[src/rtl/temp_monitor.sv]
// temp_monitor: converts a 13-bit two's complement temperature sample
// (0.0625 C/LSB) into a signed 4-digit BCD display value (hundreds, tens,
// ones, tenths). It also keeps an over-temperature alarm with debounce and
// hysteresis, and tracks the signed min/max of the samples.
//
// Ports:
//   clk          - sole clock, rising edge
//   rst          - asynchronous active-high reset
//   raw_valid    - one-cycle strobe for a new sensor word
//   raw[15:0]    - sensor word; raw[15:3] is the temperature t
//   thr_hi[7:0]  - signed integer C alarm-set threshold
//   thr_lo[7:0]  - signed integer C alarm-clear threshold
//   clr_minmax   - level request to restart min/max tracking
//   busy         - a conversion is in progress
//   bcd_valid    - one-cycle pulse when the outputs update
//   sign         - displayed value is negative
//   bcd[15:0]    - magnitude digits {hundreds,tens,ones,tenths}
//   alarm        - over-temperature flag
//   min_t, max_t - signed min/max t since the last clear
//   minmax_valid - min_t/max_t hold at least one sample
module temp_monitor #(
  parameter int ALARM_DEBOUNCE = 2
) (
  input  logic        clk,
  input  logic        rst,
  input  logic        raw_valid,
  input  logic [15:0] raw,
  input  logic [7:0]  thr_hi,
  input  logic [7:0]  thr_lo,
  input  logic        clr_minmax,
  output logic        busy,
  output logic        bcd_valid,
  output logic        sign,
  output logic [15:0] bcd,
  output logic        alarm,
  output logic [12:0] min_t,
  output logic [12:0] max_t,
  output logic        minmax_valid
);

  typedef enum logic [1:0] {
    IDLE  = 2'd0,
    SCALE = 2'd1,
    CONV  = 2'd2,
    DONE  = 2'd3
  } state_t;

  state_t             state_r, state_s;
  logic signed [12:0] t_r;
  logic [11:0]        v_r;
  logic               v_nz_r;
  logic [15:0]        bcd_work_r;
  logic [3:0]         bit_cnt_r;
  logic               busy_r;
  logic               bcd_valid_r;
  logic               sign_r;
  logic [15:0]        bcd_r;
  logic               alarm_r;
  logic [3:0]         deb_r;
  logic signed [12:0] min_r, max_r;
  logic               mv_r;

  logic [12:0]        mag_s;
  logic [15:0]        prod_s;
  logic [15:0]        bcd_adj_s;
  logic               over_s;
  logic               clear_s;
  logic [3:0]         deb_next_s;
  logic               alarm_next_s;

  // Double-dabble correction: add 3 to every digit that is 5 or more before the shift.
  function automatic logic [15:0] dd_adjust(input logic [15:0] d);
    logic [15:0] r;
    r = d;
    for (int i = 0; i < 4; i++) begin
      if (r[i*4 +: 4] >= 4'd5) begin
        r[i*4 +: 4] = r[i*4 +: 4] + 4'd3;
      end else begin
        r[i*4 +: 4] = r[i*4 +: 4];
      end
    end
    return r;
  endfunction

  // State register.
  always_ff @(posedge clk or posedge rst) begin
    if (rst) begin
      state_r <= IDLE;
    end else begin
      state_r <= state_s;
    end
  end

  // Next-state logic; a new sample is only taken when idle and not busy.
  always_comb begin
    state_s = state_r;
    case (state_r)
      IDLE: begin
        if (raw_valid && !busy_r) begin
          state_s = SCALE;
        end else begin
          state_s = IDLE;
        end
      end
      SCALE: state_s = CONV;
      CONV: begin
        if (bit_cnt_r == 4'd11) begin
          state_s = DONE;
        end else begin
          state_s = CONV;
        end
      end
      DONE:    state_s = IDLE;
      default: state_s = IDLE;
    endcase
  end

  // Scaling, BCD correction and alarm decision terms.
  always_comb begin
    mag_s        = 13'd0;
    prod_s       = 16'd0;
    bcd_adj_s    = 16'd0;
    over_s       = 1'b0;
    clear_s      = 1'b0;
    deb_next_s   = 4'd0;
    alarm_next_s = 1'b0;
    // |t| needs all 13 bits as unsigned: -4096 maps to 4096.
    if (t_r[12]) begin
      mag_s = 13'd0 - t_r;
    end else begin
      mag_s = t_r;
    end
    prod_s    = {3'd0, mag_s} * 16'd10;
    bcd_adj_s = dd_adjust(bcd_work_r);
    // Thresholds are whole degrees; t is in 1/16 C, so compare against thr*16.
    over_s  = (t_r >= $signed({thr_hi[7], thr_hi, 4'd0}));
    clear_s = (t_r <  $signed({thr_lo[7], thr_lo, 4'd0}));
    if (over_s) begin
      if (deb_r == 4'd15) begin
        deb_next_s = 4'd15;
      end else begin
        deb_next_s = deb_r + 4'd1;
      end
    end else begin
      deb_next_s = 4'd0;
    end
    // Clear wins over set; otherwise the flag holds.
    if (clear_s) begin
      alarm_next_s = 1'b0;
    end else if (deb_next_s >= 4'(ALARM_DEBOUNCE)) begin
      alarm_next_s = 1'b1;
    end else begin
      alarm_next_s = alarm_r;
    end
  end

  // Datapath and registered outputs.
  always_ff @(posedge clk or posedge rst) begin
    if (rst) begin
      t_r         <= 13'sd0;
      v_r         <= 12'd0;
      v_nz_r      <= 1'b0;
      bcd_work_r  <= 16'd0;
      bit_cnt_r   <= 4'd0;
      busy_r      <= 1'b0;
      bcd_valid_r <= 1'b0;
      sign_r      <= 1'b0;
      bcd_r       <= 16'd0;
      alarm_r     <= 1'b0;
      deb_r       <= 4'd0;
      min_r       <= 13'sd0;
      max_r       <= 13'sd0;
      mv_r        <= 1'b0;
    end else begin
      // busy lags the state by one edge so it covers the DONE processing cycle.
      busy_r      <= (state_r != IDLE);
      bcd_valid_r <= 1'b0;
      if (clr_minmax && (state_r != DONE)) begin
        mv_r <= 1'b0;
      end else begin
        mv_r <= mv_r;
      end
      case (state_r)
        IDLE: begin
          if (raw_valid && !busy_r) begin
            t_r <= raw[15:3];
          end else begin
            t_r <= t_r;
          end
        end
        SCALE: begin
          v_r        <= prod_s[15:4];
          v_nz_r     <= (prod_s[15:4] != 12'd0);
          bcd_work_r <= 16'd0;
          bit_cnt_r  <= 4'd0;
        end
        CONV: begin
          bcd_work_r <= {bcd_adj_s[14:0], v_r[11]};
          v_r        <= {v_r[10:0], 1'b0};
          bit_cnt_r  <= bit_cnt_r + 4'd1;
        end
        DONE: begin
          bcd_valid_r <= 1'b1;
          bcd_r       <= bcd_work_r;
          // A negative value that rounds to 000.0 is shown unsigned.
          sign_r      <= t_r[12] && v_nz_r;
          deb_r       <= deb_next_s;
          alarm_r     <= alarm_next_s;
          mv_r        <= 1'b1;
          if (!mv_r || clr_minmax) begin
            min_r <= t_r;
            max_r <= t_r;
          end else begin
            min_r <= (t_r < min_r) ? t_r : min_r;
            max_r <= (t_r > max_r) ? t_r : max_r;
          end
        end
        default: begin
          bcd_valid_r <= 1'b0;
        end
      endcase
    end
  end

  assign busy         = busy_r;
  assign bcd_valid    = bcd_valid_r;
  assign sign         = sign_r;
  assign bcd          = bcd_r;
  assign alarm        = alarm_r;
  assign min_t        = min_r;
  assign max_t        = max_r;
  assign minmax_valid = mv_r;

endmodule
[config.mk]
export PLATFORM = sky130hd
export DESIGN_NAME = temp_monitor
export DESIGN_NICKNAME = d
export VERILOG_FILES = /design/src/rtl/temp_monitor.sv
export SDC_FILE = /design/constraint.sdc
export NUM_CORES = 1
export LEC_CHECK = 0
export CORE_UTILIZATION = 25
export DETAILED_ROUTE_END_ITERATION = 8
export DONT_BUFFER_PORTS = 1
export PLACE_DENSITY = 0.41
export SETUP_SLACK_MARGIN = 0.05
export SLEW_MARGIN = 10
export SYNTH_ARGS = -nofsm -noshare
export SYNTH_HDL_FRONTEND = slang
export SYNTH_SLANG_ARGS = --single-unit
export TNS_END_PERCENT = 50
[constraint.sdc]
create_clock -name clk -period 5.8 [get_ports clk]
set_input_delay 1.16 -clock clk [delete_from_list [all_inputs] [get_ports clk]]
set_output_delay 1.16 -clock clk [all_outputs]
set_load 0.02 [all_outputs]
Word level (Yosys, flattened, before mapping)
Index checks and enable logic that the tools add are counted.
W data, S select, Z words.
{ "op_classes": {"muxes": 22, "reduce_logical": 18, "n_addsub": 7, "multipliers": 1, "n_lt_le_gt_ge": 9, "eq_ne": 6} }
{ "ops": {"columns": ["cell", "n"], "rows": [
  ["$mux W13", 5],
  ["$pmux W16 S2", 1],
  ["$pmux W12 S2", 1],
  ["$mux W4", 5],
  ["$ge A4 B3 Y1 const B", 4],
  ["$mul A13 B3 Y15 const B", 1],
  ["$ge A13 B12 Y1", 1],
  ["$gt A13 B13 Y1", 1],
  ["$lt A13 B12 Y1", 1],
  ["$lt A13 B13 Y1", 1],
  ["$sub A1 B13 Y13 const A", 1],
  ["$add A4 B2 Y4 const B", 3],
  ["$reduce_bool A12 Y1", 1],
  ["$reduce_bool A2 Y1", 6],
  ["$add A4 B1 Y4 const B", 2],
  ["$eq A4 B4 Y1 const B", 2],
  ["$pmux W2 S4", 1],
  ["$pmux W4 S2", 1],
  ["$reduce_and A2 Y1", 4],
  ["$mux W1", 7],
  ["$eq A2 B2 Y1 const B", 2],
  ["$ge A4 B2 Y1 const B", 1],
  ["$add A3 B2 Y3 const B", 1],
  ["$logic_and A1 B1 Y1", 3],
  ["6 further kinds", 7]
]} }
{ "totals": {"register_bits": 99, "elab_cells": 78} }

Depth between registers and ports, before layout
{ "logic_depth": {"depth_word": 6, "ltp_mapped": 17} }

Worst setup path after synthesis
No wires, ideal clock.
{ "synth_path": {"path_kind": "flip-flop to flip-flop", "startpoint": "register t_r[1]", "endpoint": "register v_nz_r", "path_buffers": 0, "synth_period_minus_slack_ns": 3.629, "setup_time_ns": 0.132, "arrival_ns": 3.497, "stages_incl_launch_ff": 16, "slack_ns": 2.171, "cell_sequence": "dfrtp_1 inv_1 ha_1 or3b_1 or3_4 or3_1 nand2_1 xor2_1 xnor2_1 ha_1 o2111ai_1 a31oi_1 o41a_1 xnor2_1 nor4_2 a31oi_1"} }
{ "synth_between": {"elab_chain_cells": 4} }
{ "synth_lines": {"columns": ["element", "line", "source"], "rows": [
  ["from (decl)", "49", "logic signed [12:0] t_r;"],
  ["from (signal assigned)", "186", "t_r <= raw[15:3];"],
  ["from (signal assigned)", "188", "t_r <= t_r;"],
  ["$sub A1 B13 Y13", "129", "mag_s = 13'd0 - t_r;"],
  ["$mux W13 (*)", "128", "if (t_r[12]) begin"],
  ["$mul A13 B3 Y15 (*)", "133", "prod_s = {3'd0, mag_s} * 16'd10;"],
  ["$reduce_bool A12 Y1 (*)", "193", "v_nz_r <= (prod_s[15:4] != 12'd0);"],
  ["to (signal assigned)", "193", null],
  ["to (decl)", "51", "logic v_nz_r;"]
]} }
Mark *: on every way between the ends. The rest lies on a longest branch, timed or not.
A chain may end at the register's enable or synchronous reset.

Worst setup path in the final report
{ "layout_path": {"startpoint": "register t_r[1]", "endpoint": "register v_r[10]"} }
{ "layout_between": {"elab_chain_cells": 4} }
{ "layout_lines": {"columns": ["element", "line", "source"], "rows": [
  ["$sub A1 B13 Y13", "129", null],
  ["$mux W13 (*)", "128", null],
  ["$mul A13 B3 Y15 (*)", "133", null],
  ["$pmux W12 S2 (*)", "183", "case (state_r)"],
  ["to (signal assigned)", "192", "v_r <= prod_s[15:4];"],
  ["to (signal assigned)", "199", "v_r <= {v_r[10:0], 1'b0};"],
  ["to (decl)", "50", "logic [11:0] v_r;"]
]} }
Marked as above.

==> results.sh <==
export IMPL_worstRegToRegCells=15
export IMPL_path_clk_slew_ps=70
export IMPL_place_hpwl_um=10940
export IMPL_post_drt_wl_per_cell_um=15.49
export IMPL_cp_slowest_cell="or3b_1"
export IMPL_die_w_um=161.8
export IMPL_slew_headroom=0.3857
export IMPL_min_path_type="reg2reg"
export IMPL_yosysSeqAreaShare=0.3882
export IMPL_nets=746
export IMPL_whs_path_depth=1
export IMPL_async_flop_share=1.000
export IMPL_synth_cells=642
export IMPL_fmax_mhz=239.3
export IMPL_core_area_um2=25110
export IMPL_antenna_found_initial=1
export IMPL_synth_area_leaders="dfrtp_1 39%, ha_1 15%, mux2_2 9.7%"
export IMPL_period_share=0.7205
export IMPL_grt_pass1_wl_um=24790
export IMPL_dr_pass1_iters=6
export IMPL_io_pins=83
export IMPL_r2r_start="t_r[1]"
export IMPL_htree_levels=3
export IMPL_skew_ps=11.82
export IMPL_cts_tree="yes"
export IMPL_ys_types=61
export IMPL_avgSynthCellArea_um2=9.941
export IMPL_ys_seq_elements=99
export IMPL_area_delta_synth_final_pct=9.606
export IMPL_drv_slew=0
export IMPL_holdBufCountCts=0
export IMPL_drive_gt1_frac=0.1393
export IMPL_synth_ff_type="dfrtp_1"
export IMPL_setup_worst_path_class="reg2reg"
export IMPL_cp_max_fo=7
export IMPL_hold_end="v_r[9]"
export IMPL_cts_buffers_inserted=9
export IMPL_rsz0062_at_grt="false"
export IMPL_fillCellCount=2626
export IMPL_fp_dieH_um=161.8
export IMPL_r2r_end="v_r[10]"
export IMPL_synth_edf_count=0
export IMPL_wirelength_um=15010
export IMPL_cts_sinks=99
export IMPL_syn_area_um2=6382
export IMPL_multi_input_area_um2=3496
export IMPL_cp_cell_sequence="inv_1, ha_1, or3b_1, or3_4, or3_1, nand2_1, xor2_1, xnor2_1, ha_1, o2111ai_1, a31oi_1, o41a_1, xnor2_1, nand2_1, a31oi_1"
export IMPL_clock_root_buffer="clkbuf_16"
export IMPL_ff_latch_area_um2=2477
export IMPL_antenna_left=0
export IMPL_antenna_cells=0
export IMPL_final_cells=969
export IMPL_yosysWarningCount=0
export IMPL_drcViolationCount=0
export IMPL_clk_latency_ps=360
export IMPL_detail_route_iter0_violations=219
export IMPL_max_stage_delay_ps=480
export IMPL_post_cts_resized=0
export IMPL_reg2reg_slack_ps=1620
export IMPL_grt_usage=0.1205
export IMPL_syn_nets=753
export IMPL_worstMarginPinSlew_ps=918.7
export IMPL_port_buffers=0
export IMPL_crit_path_start_kind="flop"
export IMPL_crit_path_end_kind="flop"
export IMPL_place_inst=954
export IMPL_post_cts_buffers=0
export IMPL_synth_top_cell_area_share=0.3882
export IMPL_period_minus_slack_ps=4179
export IMPL_clock_path_buffers=2
export IMPL_setup_viol=0
export IMPL_startpoint="t_r[1]"
export IMPL_drv_cap=0
export IMPL_rows=58
export IMPL_viasPerCell=4.773
export IMPL_status="complete, no violations"
export IMPL_grt_ovfl_total=0
export IMPL_initial_core_util=0.2542
export IMPL_gp_congestion=0.7926
export IMPL_hold_viol=0
export IMPL_critical_path_arrival_ps=4450
export IMPL_vias=4625
export IMPL_tns_ps=0
export IMPL_yosys_area_top_type="dfrtp_1"
export IMPL_post_place_ws_ps=1646
export IMPL_die_area_um2=26170
export IMPL_grt_pass1_vias=4729
export IMPL_required_ps=6070
export IMPL_setup_slack_ps=1621
export IMPL_grt_max_degree=53
export IMPL_hp_start="v_r[9]"
## stage by stage
| stage | utilization | hold WS [ps] | area, µm² |
|---|---|---|---|
| final | 0.2786 | 490.3 | 6995 |
| after CTS | 0.2786 | 496.1 | 6995 |
| after floorplan | - | 450.8 | 6382 |
| after global routing | 0.2786 | 508.2 | 6995 |
| after global placement | 0.2676 | 472.7 | 6719 |
| after detailed placement | 0.2676 | 476.5 | 6719 |
## cells by family (layout without fill, tap and decap cells)
group / after synthesis / count (layout) / share of synthesized area
buffers and inverters: 100 / 97 / 0.06410
XOR/XNOR: 29 / 29 / 0.03980
adder cells (fa/ha/maj): 75 / 75 / 0.1482
AND/OR/NAND/NOR: 133 / 133 / 0.1076
AO/OA/AOI/OAI: 142 / 142 / 0.1410
multiplexers: 64 / 64 / 0.1112
flip-flops: 99 / 99 / 0.3882
## synth_stat cells, types with 3 or more instances
cell and number:
dfrtp_1 99, inv_1 75, ha_1 74, mux2_2 55, a21oi_1 36, nor2_1 36
o21ai_0 32, nand2_1 29, xnor2_1 21, o22ai_1 16, clkbuf_1 14, nand2b_1 12
nor3_1 11, a31oi_1 10, mux2i_1 9, a21o_1 8, xor2_1 8, nand3_1 7
nand4_1 7, nor2b_1 6, o31ai_1 6, nor4_1 5, a211oi_1 4, nand3b_1 4
o21a_1 4, a31o_2 3, buf_1 3, buf_2 3, o211ai_1 3, o32ai_1 3
o41ai_1 3
## flip-flops by register name, indices dropped and copies added (netlist names)
| signal | flops |
|---|---|
| bit_cnt_r | 4 |
| bcd_valid | 1 |
| bcd | 16 |
| busy | 1 |
| bcd_work_r | 16 |
| v_r | 12 |
| sign | 1 |
| v_nz_r | 1 |
| max_t | 13 |
| t_r | 13 |
| min_t | 13 |
| deb_r | 4 |
| state_r | 2 |
| minmax_valid | 1 |
| alarm | 1 |
## how the worst max path moves through the flow
stage	end	slack [ps]	cells after the start
6_report	v_r[10]	1620	15
5_1_grt	v_r[11]	1300	16
4_1_cts	v_r[10]	1620	15
3_5_place_dp	v_nz_r	1650	15
3_3_place_gp	v_r[11]	1640	16
2_1_floorplan	alarm	2050	1
## cells in the final DEF, fill, tap and decap left out, types with 3 or more instances in the layout
master,n
dfrtp_1,99
inv_1,74
ha_1,74
mux2_2,55
a21oi_1,36
nor2_1,36
o21ai_0,31
nand2_1,29
xnor2_1,21
o22ai_1,16
nand2b_1,12
nor3_1,11
a31oi_1,10
mux2i_1,9
clkbuf_16,9
xor2_1,8
a21o_1,8
nand4_1,7
nand3_1,7
nor2b_1,6
o31ai_1,6
buf_4,6
nor4_1,5
a211oi_1,4
o21a_1,4
nand3b_1,4
o32ai_1,3
a31o_2,3
o211ai_1,3
o41ai_1,3
## critical path: cells and delay by family (launching register included)
family / cells / cell delay, ps
compound gates: 4 / 840
fa+ha+maj: 2 / 540
simple gates: 5 / 1420
buf+inv: 1 / 160
flops: 1 / 470
xor+xnor: 3 / 660
## per-layer routing
layer,wire length (µm),track usage
met4,252,0.04074
met1,7133,0.1550
met2,7089,0.2007
met3,517,0.02375
met5,17,0
## layout make-up
type / count / share of cell area
repair buffers: 6 / 0.006439
clock inverters: 4 / 0.004829
multi-input cells: 443 / 0.4997
flip-flops and latches: 99 / 0.3541
inverters: 76 / 0.04114
well taps: 330 / 0.05902
clock buffers: 11 / 0.03470
Power is not shown: default switching activity piles up to over one toggle a cycle in this logic, so the estimate is an artifact.
